### config.mk
export PLATFORM = sky130hd
export DESIGN_NAME = rsa_modexp_seq
export DESIGN_NICKNAME = d
export VERILOG_FILES = /design/src/rtl/rsa_modexp_seq.sv
export SDC_FILE = /design/constraint.sdc
export NUM_CORES = 1
export LEC_CHECK = 0
export BUFFER_PORTS_ARGS = -buffer_cell sky130_fd_sc_hd__buf_4
export CORE_MARGIN = 2
export CORE_UTILIZATION = 40
export DETAILED_ROUTE_END_ITERATION = 8
export GPL_TIMING_DRIVEN = 0
export PLACE_DENSITY = 0.63
export SETUP_SLACK_MARGIN = 0.3
export SLEW_MARGIN = 15
export SYNTH_ARGS = -nofsm -noshare
export SYNTH_HDL_FRONTEND = slang
export SYNTH_SLANG_ARGS = --single-unit
### constraint.sdc
create_clock -name clk -period 7.12 [get_ports clk]
set_input_delay 1.068 -clock clk [delete_from_list [all_inputs] [get_ports clk]]
set_output_delay 1.068 -clock clk [all_outputs]
set_load 0.005 [all_outputs]
### src/rtl/rsa_modexp_seq.sv
// Sequential modexp (base^exp mod n): right-to-left square-and-multiply over a shift-add modmul, start/done handshake.
// Each modmul takes WIDTH cycles. Defining MODEXP_CONST_TIME_EN gives a fixed, exp-independent latency.
module rsa_modexp_seq #(
   parameter int WIDTH = 26,
   parameter int EXP_W = 26
) (
   input  logic             clk,
   input  logic             rst,
   input  logic             start,
   input  logic [WIDTH-1:0] n,
   input  logic [WIDTH-1:0] base,
   input  logic [EXP_W-1:0] exp,
   output logic             busy,
   output logic             done,
   output logic [WIDTH-1:0] result,
   output logic             err
);

   localparam int CW = (WIDTH > 1) ? $clog2(WIDTH) : 1;
   localparam int BW = (EXP_W > 1) ? $clog2(EXP_W) : 1;
   localparam logic [CW-1:0]    CNT_LAST = CW'(WIDTH - 1);
   localparam logic [BW-1:0]    BIT_LAST = BW'(EXP_W - 1);
   localparam logic [WIDTH-1:0] ONE      = WIDTH'(1);

`ifdef MODEXP_CONST_TIME_EN
   localparam bit CONST_TIME = 1'b1;
`else
   localparam bit CONST_TIME = 1'b0;
`endif

   typedef enum logic [2:0] {
      S_IDLE,
      S_RED,
      S_MUL,
      S_SQR,
      S_DONE
   } state_t;

   state_t           state_q, state_d;
   logic [WIDTH-1:0] n_q, n_d;
   logic [WIDTH-1:0] base_q, base_d;
   logic [EXP_W-1:0] exp_q, exp_d;
   logic [WIDTH-1:0] res_q, res_d;
   logic [WIDTH-1:0] acc_q, acc_d;
   logic [CW-1:0]    cnt_q, cnt_d;
   logic [BW-1:0]    bit_q, bit_d;
   logic [WIDTH-1:0] result_q, result_d;
   logic             err_q, err_d;

   logic [WIDTH-1:0] a_src;
   logic [WIDTH-1:0] b_op;
   logic             a_bit;
   logic [WIDTH:0]   dbl;
   logic [WIDTH-1:0] dbl_red;
   logic [WIDTH:0]   sum;
   logic [WIDTH-1:0] prod;
   logic             mm_last;
   logic             last_bit;

   // One modmul step. Operands stay stable for the whole product because
   // the destination register is only written on the final step.
   always_comb begin
      a_src   = (state_q == S_MUL) ? res_q : base_q;
      b_op    = (state_q == S_RED) ? ONE : base_q;
      a_bit   = a_src[CNT_LAST - cnt_q];
      dbl     = {acc_q, 1'b0};
      dbl_red = (dbl >= {1'b0, n_q}) ? (dbl[WIDTH-1:0] - n_q) : dbl[WIDTH-1:0];
      sum     = {1'b0, dbl_red} + {1'b0, b_op};
      prod    = dbl_red;
      if (a_bit) begin
         prod = (sum >= {1'b0, n_q}) ? (sum[WIDTH-1:0] - n_q) : sum[WIDTH-1:0];
      end
      mm_last  = (cnt_q == CNT_LAST);
      last_bit = (bit_q == BIT_LAST) || (!CONST_TIME && ((exp_q >> 1) == '0));
   end

   always_comb begin
      state_d  = state_q;
      n_d      = n_q;
      base_d   = base_q;
      exp_d    = exp_q;
      res_d    = res_q;
      acc_d    = acc_q;
      cnt_d    = cnt_q;
      bit_d    = bit_q;
      result_d = result_q;
      err_d    = err_q;

      case (state_q)
         S_IDLE: begin
            if (start) begin
               n_d    = n;
               base_d = base;
               exp_d  = exp;
               acc_d  = '0;
               cnt_d  = '0;
               bit_d  = '0;
               if (n == '0) begin
                  res_d    = '0;
                  result_d = '0;
                  err_d    = 1'b1;
                  state_d  = S_DONE;
               end else begin
                  res_d   = (n == ONE) ? '0 : ONE;
                  state_d = S_RED;
               end
            end
         end

         S_RED, S_MUL, S_SQR: begin
            acc_d = prod;
            cnt_d = cnt_q + CW'(1);
            if (mm_last) begin
               acc_d = '0;
               cnt_d = '0;
               case (state_q)
                  S_RED: begin
                     base_d = prod;
                     if (!CONST_TIME && exp_q == '0) begin
                        result_d = res_q;
                        err_d    = 1'b0;
                        state_d  = S_DONE;
                     end else begin
                        state_d = (CONST_TIME || exp_q[0]) ? S_MUL : S_SQR;
                     end
                  end
                  S_MUL: begin
                     // In constant-time mode a zero bit still runs the product; it is dropped here.
                     if (exp_q[0]) begin
                        res_d = prod;
                     end
                     state_d = S_SQR;
                  end
                  default: begin
                     base_d = prod;
                     exp_d  = exp_q >> 1;
                     bit_d  = bit_q + BW'(1);
                     if (last_bit) begin
                        result_d = res_q;
                        err_d    = 1'b0;
                        state_d  = S_DONE;
                     end else begin
                        state_d = (CONST_TIME || exp_d[0]) ? S_MUL : S_SQR;
                     end
                  end
               endcase
            end
         end

         S_DONE: begin
            state_d = S_IDLE;
         end

         default: begin
            state_d = S_IDLE;
         end
      endcase
   end

   always_ff @(posedge clk or posedge rst) begin
      if (rst) begin
         state_q  <= S_IDLE;
         n_q      <= '0;
         base_q   <= '0;
         exp_q    <= '0;
         res_q    <= '0;
         acc_q    <= '0;
         cnt_q    <= '0;
         bit_q    <= '0;
         result_q <= '0;
         err_q    <= 1'b0;
      end else begin
         state_q  <= state_d;
         n_q      <= n_d;
         base_q   <= base_d;
         exp_q    <= exp_d;
         res_q    <= res_d;
         acc_q    <= acc_d;
         cnt_q    <= cnt_d;
         bit_q    <= bit_d;
         result_q <= result_d;
         err_q    <= err_d;
      end
   end

   assign busy   = (state_q == S_RED) || (state_q == S_MUL) || (state_q == S_SQR);
   assign done   = (state_q == S_DONE);
   assign result = result_q;
   assign err    = err_q;

endmodule

==> out/results.tsv <==
stage	metric	value	unit
flow_run	max_cap_violations	0	
final_layout	final_cell_mix	225 x nand2_1, 177 x buf_4, 163 x dfrtp_1	
global_route	gr-usage-all-layers	28.19	%
yosys	yosysTopAreaCellShare	32.61	%
clock_network	clk_latency	0.45	ns
yosys	synth_area_per_cell	8.527	um2
global_route	grt_antenna_before_repair	0	
worst_setup_path	worstPathArrival	7.44	ns
timing	worst_slack	-0.01741	ns
timing	slew_viol_final	0	
worst_setup_path	slowest_delay	0.46	ns
worst_setup_path	start_kind	register	
placement	port_buffers	109	
die	initial_utilization	40.41	%
yosys	synth_edf_count	0	
yosys	synth-warning-count	0	
yosys	netlist_instances	1530	
global_route	grt_max_degree	99	
global_route	grt_overflow	0	
die	num_rows	66	
worst_setup_path	cp_max_fo	6	
yosys	synth_top_cell_by_area	dfrtp_1	
placement	placed_area	0.01445	mm2
worst_setup_path	endpoint_kind	register	
timing	setup_viol	3	
timing	tightest_slew	1.036	ns
detailed_routing	drc	0	
clock_network	clockBufferDepth	2	
status	violations	setup timing	
die	die-width	184.6	um
die	dieHeight	184.6	um
yosys	ys.flop_type	dfrtp_1	
timing	period_needed	7.137	ns
global_route	grt_pass1_vias	12580	
final_layout	num-fill-cells	2896	
clock_network	cts_tree	yes	
worst_setup_path	crit_top_cell	buf_4	
detailed_routing	post_drt_wl_per_cell	22.35	um
timing	max_freq	140.1	MHz
detailed_routing	viasPerCell	6.015	
clock_network	cts_root_buf	clkbuf_16	
timing	relSlewSlack	30.94	%
placement	post-dp-hpwl	35940	um
detailed_routing	ant_nets	0	
worst_setup_path	crit_type	register to register	
final_layout	drive_gt1_share	29.32	%
hold_path	hp-class	register to register	
detailed_routing	dr.pass1.iters	7	
yosys	synth_fp_nets	1697	
detailed_routing	drt_iter0_drc	1198	
final_layout	seq_area	0.004263	mm2
timing	period_share	100.2	%
clock_network	numCtsBuffers	17	
final_layout	multi_input_area	0.009703	mm2
worst_setup_path	startpoint	acc_q[0]$_DFFE_PP0P_	
final_layout	final_area	0.01750	mm2
clock_network	ctsHtreeMaxLevel	4	
yosys	synth_area_leaders	dfrtp_1 33%, ha_1 8.0%, nand2_1 6.6%	
detailed_routing	wl	49210	um
final_layout	layout_commonest_cell	nand2_1	
final_layout	syn_to_final_growth	34.13	%
timing	rsz0062_at_grt	yes	
die	dieArea	0.03408	mm2
worst_setup_path	reg2reg_slack	-0.02	ns
timing	finalHoldViolations	0	
yosys	ys_seq_area_share	32.61	%
yosys	async_reset_ff_share	100.0	%
status	status	complete, but fails checks	
yosys	yosysUniqueCellTypes	92	
clock_network	clock-sinks	170	
worst_setup_path	required	7.42	ns
yosys	synth.ff_latch_count	170	
final_layout	nets	1914	
clock_network	clk_pin_slew	0.08	ns
hold_path	hp-start	result[23]$_DFFE_PP0P_	
die	core	0.03229	mm2
timing	fin_hold_ws	0.4800	ns
placement	routabilityCongestion	0.9926	
detailed_routing	vias	13250	
global_route	grt_pass1_wl	72860	um
worst_setup_path	crit_path_top_delay_cell	dfrtp_2	
yosys	synth_area	0.01305	mm2
final_layout	num_antenna_cells	0	
timing	clock_skew	0.01668	ns
worst_setup_path	r2r-start	acc_q[0]$_DFFE_PP0P_	
die	ios	110	
[sequential cells by signal (all words and copies together) (netlist names)]
register / cells
n_q: 26
cnt_q: 5
state_q: 3
exp_q: 26
bit_q: 5
acc_q: 26
result: 26
res_q: 26
base_q: 26
err: 1
[metal layers]
layer | global-route usage [%] | part of all wire [%] | up-vias
met2 | 44.06 | 46 | 539
met3 | 4.110 | 6.4 | 120
met1 | 38.57 | 43 | 6547
met5 | 0 | 0 | -
met4 | 12.93 | 4.7 | 0
li1 | - | - | 6039
[final cells by class]
class | instances | area share, %
tap | 442 | 3.160
buffer | 74 | 2.538
clock inverter | 14 | 1.001
sequential | 170 | 24.36
timing repair buffer | 198 | 9.567
inverter | 64 | 1.416
multi-input combinational | 1222 | 55.45
clock buffer | 18 | 2.510
[worst paths after layout]
path / to / depth (start not counted)
max reg2reg: base_q[6]$_DFFE_PP0P_ / 34
max in group asynchronous: acc_q[7]$_DFFE_PP0P_ / 3
min in group asynchronous: result[18]$_DFFE_PP0P_ / 2
min reg2reg: result[23]$_DFFE_PP0P_ / 2
max: base_q[6]$_DFFE_PP0P_ / 34
min: result[23]$_DFFE_PP0P_ / 2
[Yosys cell counts, drive strengths merged, types with 23 or more instances]
| cell type | number |
|---|---|
| nand2 | 232 |
| dfrtp | 170 |
| o21ai | 137 |
| nor2 | 113 |
| ha | 83 |
| a21oi | 78 |
| inv | 64 |
| clkbuf | 56 |
| xnor2 | 40 |
| a31oi | 37 |
| nor2b | 33 |
| a21o | 32 |
| o31ai | 32 |
| mux2 | 24 |
| mux2i | 23 |
[per-stage QoR]
stage,worst slack [ns],util [%],instances,TNS (ns)
final,-0.01741,54.20,2202,-0.04913
after global routing,-0.1649,54.20,2202,-5.958
after CTS,0.1478,50.88,2164,0
after detailed placement,-1.303,44.76,2082,-84.63
after global placement,-1.362,44.65,2081,-217.83
after floorplan,0.3229,-,1530,0
[critical path, delay by kind of cell, from the launching register on]
family                   cells  cell delay [ns]
XOR/XNOR                     1             0.24
buffers and inverters        9             1.26
flip-flops                   1             0.46
AND/OR/NAND/NOR              5             0.96
adder cells (fa/ha/maj)      3             0.93
AO/OA/AOI/OAI               16             3.12
[timing repair]
item | in CTS | in global routing
hold buffers | 0 | 0
cloned | 2 | 1
resized for setup | 184 | 155
endpoints found under the setup margin | 78 | 78
buffers inserted | 48 | 37
endpoints found under the hold margin | 0 | 0
pin swaps | 61 | 71
[cell families after synthesis]
| family | share of synthesized area, % |
|---|---|
| DFF | 32.61 |
| adders and majority gates | 8.420 |
| muxes | 6.080 |
| and+or+nand+nor | 19.85 |
| AOI/OAI and AO/OA | 24.57 |
| xor gates and xnor gates | 4.028 |
| buffers and inverters | 4.440 |
Power is left out: the tool's default activity adds up to more than one toggle a clock period on the data nets, which glitch-free logic cannot reach.
